## config.mk

```make
export PLATFORM = sky130hd
export DESIGN_NAME = spi_byte_seq
export DESIGN_NICKNAME = d
export VERILOG_FILES = /design/src/rtl/spi_seq_pkg.sv /design/src/rtl/spi_fifo_m.sv /design/src/rtl/spi_byte_seq.sv
export SDC_FILE = /design/constraint.sdc
export NUM_CORES = 1
export LEC_CHECK = 0
export ABC_AREA = 1
export ABC_CLOCK_PERIOD_IN_PS = 2900
export CORE_UTILIZATION = 60
export CTS_BUF_LIST = sky130_fd_sc_hd__clkbuf_2
export DETAILED_ROUTE_END_ITERATION = 7
export PLACE_DENSITY_LB_ADDON = 0.3
export SETUP_SLACK_MARGIN = 0.15
export SYNTH_ARGS = -nofsm -noshare
export SYNTH_HDL_FRONTEND = slang
export SYNTH_HIERARCHICAL = 1
export SYNTH_SLANG_ARGS = --single-unit
```

## constraint.sdc

```tcl
create_clock -name CLK -period 2.9 [get_ports CLK]
set_input_delay 0.725 -clock CLK [delete_from_list [all_inputs] [get_ports CLK]]
set_output_delay 0.725 -clock CLK [all_outputs]
set_load 0.02 [all_outputs]
```

## src/rtl/spi_seq_pkg.sv

```systemverilog
// Shared types and constants for the SPI byte sequencer and its FIFOs.
package spi_seq_pkg;

  // Width of one SPI transfer and of every FIFO entry.
  localparam int BYTE_W = 8;

  // Sequencer states: wait for work, pulse START, wait for BUSY to rise, wait for BUSY to fall.
  typedef enum logic [1:0] {
    ST_IDLE      = 2'd0,
    ST_LAUNCH    = 2'd1,
    ST_WAIT_BUSY = 2'd2,
    ST_WAIT_DONE = 2'd3
  } seq_state_e;

  // Occupancy counters must represent 0..depth inclusive, hence one extra bit.
  function automatic int level_w(input int depth);
    return $clog2(depth) + 1;
  endfunction

endpackage

```

## src/rtl/spi_fifo_m.sv

```systemverilog
// Synchronous byte FIFO with registered storage, exact occupancy count and a
// head output that reads as zero while empty.
module spi_fifo_m
  import spi_seq_pkg::*;
#(
  parameter int DEPTH = 4
) (
  input  logic                        clk,
  input  logic                        rst_n,
  input  logic                        push,
  input  logic [BYTE_W-1:0]           push_data,
  input  logic                        pop,
  output logic                        full,
  output logic                        empty,
  output logic [level_w(DEPTH)-1:0]   level,
  output logic [BYTE_W-1:0]           head
);

  localparam int PW = $clog2(DEPTH);
  localparam int LW = level_w(DEPTH);
  localparam logic [LW-1:0] FULL_LVL = LW'(DEPTH);

  logic [BYTE_W-1:0] mem_q [DEPTH];
  logic [BYTE_W-1:0] mem_d [DEPTH];
  logic [PW-1:0]     wr_ptr_q, wr_ptr_d;
  logic [PW-1:0]     rd_ptr_q, rd_ptr_d;
  logic [LW-1:0]     level_q, level_d;
  logic              do_push, do_pop;

  assign full  = (level_q == FULL_LVL);
  assign empty = (level_q == '0);
  assign level = level_q;
  assign head  = empty ? '0 : mem_q[rd_ptr_q];

  // A pop frees the slot this cycle, so a push into a full FIFO is accepted when paired with a pop.
  assign do_pop  = pop && !empty;
  assign do_push = push && (!full || do_pop);

  // Next-state for storage, pointers and occupancy; pointers wrap on their own since DEPTH is a power of two.
  always_comb begin
    mem_d    = mem_q;
    wr_ptr_d = wr_ptr_q;
    rd_ptr_d = rd_ptr_q;
    level_d  = level_q;
    if (do_push) begin
      mem_d[wr_ptr_q] = push_data;
      wr_ptr_d        = wr_ptr_q + PW'(1);
    end
    if (do_pop) begin
      rd_ptr_d = rd_ptr_q + PW'(1);
    end
    case ({do_push, do_pop})
      2'b10:   level_d = level_q + LW'(1);
      2'b01:   level_d = level_q - LW'(1);
      default: level_d = level_q;
    endcase
  end

  // Register FIFO state; reset empties the FIFO and clears storage.
  always_ff @(posedge clk) begin
    if (!rst_n) begin
      mem_q    <= '{default: '0};
      wr_ptr_q <= '0;
      rd_ptr_q <= '0;
      level_q  <= '0;
    end else begin
      mem_q    <= mem_d;
      wr_ptr_q <= wr_ptr_d;
      rd_ptr_q <= rd_ptr_d;
      level_q  <= level_d;
    end
  end

endmodule

```

## src/rtl/spi_byte_seq.sv

```systemverilog
// Byte sequencer in front of the SPI master: drains a TX FIFO one byte per
// transfer and collects the received bytes into an RX FIFO.
module spi_byte_seq
  import spi_seq_pkg::*;
#(
  parameter int DEPTH   = 4,
  parameter int TIMEOUT = 15
) (
  input  logic                        CLK,
  input  logic                        RST_N,
  input  logic [BYTE_W-1:0]           TX_DATA,
  input  logic                        TX_VALID,
  output logic                        TX_READY,
  output logic [BYTE_W-1:0]           RX_DATA,
  output logic                        RX_VALID,
  input  logic                        RX_READY,
  output logic [level_w(DEPTH)-1:0]   TX_LEVEL,
  output logic [level_w(DEPTH)-1:0]   RX_LEVEL,
  output logic                        ERR,
  input  logic                        ERR_CLR,
  output logic                        SPI_START,
  input  logic                        SPI_BUSY,
  output logic [BYTE_W-1:0]           SPI_DOUT,
  input  logic [BYTE_W-1:0]           SPI_DIN
);

  localparam logic [7:0] TIMEOUT_CNT = 8'(TIMEOUT);

  seq_state_e        state_q, state_d;
  logic [BYTE_W-1:0] dout_q, dout_d;
  logic [7:0]        cnt_q, cnt_d;
  logic              err_q, err_d;

  logic              tx_push, tx_pop, tx_full, tx_empty;
  logic [BYTE_W-1:0] tx_head;
  logic              rx_push, rx_pop, rx_full, rx_empty, rx_space;

  assign tx_push  = TX_VALID && !tx_full;
  assign TX_READY = !tx_full;
  assign RX_VALID = !rx_empty;

  // A slot must be free for the byte about to be launched; a pop in this same cycle frees one.
  assign rx_pop   = RX_READY && !rx_empty;
  assign rx_space = !rx_full || rx_pop;

  assign SPI_START = (state_q == ST_LAUNCH);
  assign SPI_DOUT  = dout_q;
  assign ERR       = err_q;

  spi_fifo_m #(.DEPTH(DEPTH)) u_tx_fifo (
    .clk       (CLK),
    .rst_n     (RST_N),
    .push      (tx_push),
    .push_data (TX_DATA),
    .pop       (tx_pop),
    .full      (tx_full),
    .empty     (tx_empty),
    .level     (TX_LEVEL),
    .head      (tx_head)
  );

  spi_fifo_m #(.DEPTH(DEPTH)) u_rx_fifo (
    .clk       (CLK),
    .rst_n     (RST_N),
    .push      (rx_push),
    .push_data (SPI_DIN),
    .pop       (RX_READY),
    .full      (rx_full),
    .empty     (rx_empty),
    .level     (RX_LEVEL),
    .head      (RX_DATA)
  );

  // Next-state for the transfer FSM, the held DOUT byte, the launch timeout and the sticky error.
  always_comb begin
    state_d = state_q;
    dout_d  = dout_q;
    cnt_d   = cnt_q;
    err_d   = err_q;
    tx_pop  = 1'b0;
    rx_push = 1'b0;

    if (ERR_CLR) begin
      err_d = 1'b0;
    end

    case (state_q)
      ST_IDLE: begin
        // Holding off while BUSY is high lets a transfer orphaned by reset finish first.
        if (!tx_empty && rx_space && !SPI_BUSY) begin
          tx_pop  = 1'b1;
          dout_d  = tx_head;
          state_d = ST_LAUNCH;
        end
      end
      ST_LAUNCH: begin
        cnt_d   = '0;
        state_d = ST_WAIT_BUSY;
      end
      ST_WAIT_BUSY: begin
        if (SPI_BUSY) begin
          state_d = ST_WAIT_DONE;
        end else begin
          cnt_d = cnt_q + 8'd1;
          if (cnt_d == TIMEOUT_CNT) begin
            err_d   = 1'b1;
            state_d = ST_IDLE;
          end
        end
      end
      ST_WAIT_DONE: begin
        if (!SPI_BUSY) begin
          rx_push = 1'b1;
          state_d = ST_IDLE;
        end
      end
      default: state_d = ST_IDLE;
    endcase
  end

  // Register FSM state and datapath; reset abandons any byte in flight.
  always_ff @(posedge CLK) begin
    if (!RST_N) begin
      state_q <= ST_IDLE;
      dout_q  <= '0;
      cnt_q   <= '0;
      err_q   <= 1'b0;
    end else begin
      state_q <= state_d;
      dout_q  <= dout_d;
      cnt_q   <= cnt_d;
      err_q   <= err_d;
    end
  end

endmodule

```

==> impl_metrics.ini <==
[grt]
track_usage_pct = 28.5
grt_max_degree = 60
grt_pass1_vias = 4893
grt_first_pass_wirelength_microns = 22300
gr-total-overflow = 0
antenna_found_initial = 0

[clocking]
h-tree-depth = 3
clock-sinks = 97
hold_buffers = 0
cts_buffers = 9
clkSlewWorstSetupHoldPaths_ns = 0.30
cts_tree = built
clock_path_buffers = 2
cts_root_buf = clkbuf_2
clk_latency_ns = 0.56

[timing]
relSlewSlack_pct = 58.1
fin_setup_tns_ns = 0
fin_ws_ns = 0.240
rsz0062_at_grt = true
timing.fmax_ghz = 0.376
fin_hold_ws_ns = 0.505
tightest_slew_ns = 0.627
setup_viol = 0
drv_slew = 0
hold_violations = 0
post-route-period-util_pct = 91.7
min_period_ns = 2.66
clock_skew_ns = 0.0522

[place]
dp_hpwl_microns = 9220
placed_area_sq_mm = 0.00606
place_ws_ns = -0.219
routabilityCongestion = 0.906
io_buffers = 47
dp.cells = 985

[detailed_routing]
drt_iter0_drc = 436
dr.pass1.iters = 6
drc = 8
via_count = 5321
final_antenna_net_count = 0
wirelength_microns = 13100
routed_via_density = 5.31
wire_per_inst_microns = 13.1

[finish]
final_nets = 925
drive_gt1_share_pct = 10.5
design_area_sq_mm = 0.00616
mostFrequentLayoutCell = inv_1
diodes = 0
final_cells = 1002
layout_common_cells = inv_1 (181), nand2_1 (169), nor2_1 (102)
area_growth_pct = 12.1
nFillCells = 775

[synthesis]
synthesis.area_sq_mm = 0.00549
avgSynthCellArea_sq_um = 6.46
yosysUniqueCellTypes = 33
synthCells = 850
syn_nets = 886
synth_warnings = 6
synth_ff_type = dfxtp_1
synth-edff-count = 0
synth-async-reset-ratio_pct = 0
ys_seq_elements = 97
yosysSeqAreaShare_pct = 35.3

[critical_path]
arrival_ns = 3.11
path_max_fanout = 4
startpoint_type = register
max_stage_delay_ns = 0.43
cp_common_cell = nand2_1
slowest_stage = dfxtp_4
cp-end-kind = register
critPathKind = reg -> reg
crit_required_ns = 3.35
crit_chain = nor2_4 > nand2_2 > clkinv_2 > inv_2 > nand2_1 > a21oi_1 > nand2_2 > nor3_4 > buf_4 > inv_1 > nand3_4 > nand2_2 > ha_1 > inv_1 > fa_1 > or2_2 > nand2_1 > nand2_1 > nand2_1 > nor2_1

[power]
power.density_mw_per_mm2 = 655
vdd_drop_max_mv = 0.470
p_leak_nw = 2.81

[floorplan]
dieArea_sq_mm = 0.00954
start_util_pct = 62.4
die_x_microns = 97.7
io_pins = 48
core_sq_mm = 0.00881
die_y_microns = 97.7
rows = 34

[status]
outcome = finished with violations
violations = design-rule violations

[run]
maxCapViolCount = 0

[hold_path]
min_path_type = reg -> reg
[area by class of cell]
type	count	area, sq um	area share (%)
Clock buffer	11	55.1	0.894
Clock inverter	5	56.3	0.914
Inverter	192	722	11.7
Multi-Input combinational cell	522	2660	43.1
Sequential cell	97	1950	31.7
Tap cell	108	135	2.19
Timing Repair Buffer	67	583	9.47
[worst max-delay path, delay by kind of cell, from the launching register on]
kind            cells  cell delay [ns]
compound gates      1             0.06
fa+ha+maj           2             0.52
buf+inv             5             0.37
flops               1             0.43
simple gates       12             1.15
[routing by layer]
layer,track usage [%],share of wire (%)
met5,0,0
met4,12.9,2.1
met3,3.38,5.4
met2,48.7,49
met1,36.1,43
[synthesized netlist by cell type (6+ instances only)]
master    count  area, sq um
inv_1       181          679
nand2_1     172          646
nor2_1      103          387
dfxtp_1      97         1940
a21oi_1      67          335
nand4_1      66          413
o21ai_0      50          250
buf_2        16         80.1
clkbuf_1     16         60.1
ha_1         12          150
nand3_2      11          110
inv_2         8         30.0
nand3_1       6         30.0
[cell families (layout without fill, tap and decap cells)]
family          after synthesis  count (layout)  share of synthesized area, %
buf+inv                     231             275                          16.7
xor+xnor                      2               2                         0.319
compound gates              125             125                          11.7
fa+ha+maj                    14              14                          3.46
flops                        97              97                          35.3
simple gates                381             381                          32.5
[report_power, final]
group	leakage [nW]	switching [mW]	total, mW	internal, mW
Sequential	0.791	0.154	1.67	1.51
Clock	0.0723	0.461	0.667	0.206
Combinational	1.95	1.07	1.70	0.632
[per-stage QoR]
stage / utilization (%) / total power, mW
floorplan: - / 2.78
global placement: 68.8 / 3.30
detailed placement: 68.8 / 3.37
CTS: 70.0 / 4.03
global route: 69.9 / 4.32
finish: 69.9 / 4.04
[worst paths after layout]
kind | from | end | slack (ns) | cells past startpoint
max | u_rx_fifo/level[0]$_SDFFE_PN0P_ | u_tx_fifo/level[2]$_SDFFE_PN0P_ | 0.24 | 20
min | cnt_q[6]$_SDFFE_PN0P_ | cnt_q[6]$_SDFFE_PN0P_ | 0.50 | 2
max reg2reg | u_rx_fifo/level[0]$_SDFFE_PN0P_ | u_tx_fifo/level[2]$_SDFFE_PN0P_ | 0.24 | 20
min reg2reg | cnt_q[6]$_SDFFE_PN0P_ | cnt_q[6]$_SDFFE_PN0P_ | 0.50 | 2
[what timing repair did]
item                                    in CTS  in global routing
pin swaps                                    0                  1
gates resized for setup                     10                 19
setup buffers                                0                  1
endpoints found under the setup margin      10                 11
[registers in the layout, indices dropped and copies added (netlist names), 3 cells and up]
signal,count
u_rx_fifo/level,3
cnt_q,8
u_tx_fifo/level,3
u_tx_fifo/mem_q,32
SPI_DOUT,8
u_rx_fifo/mem_q,32
(Power assumes the default switching activity.)
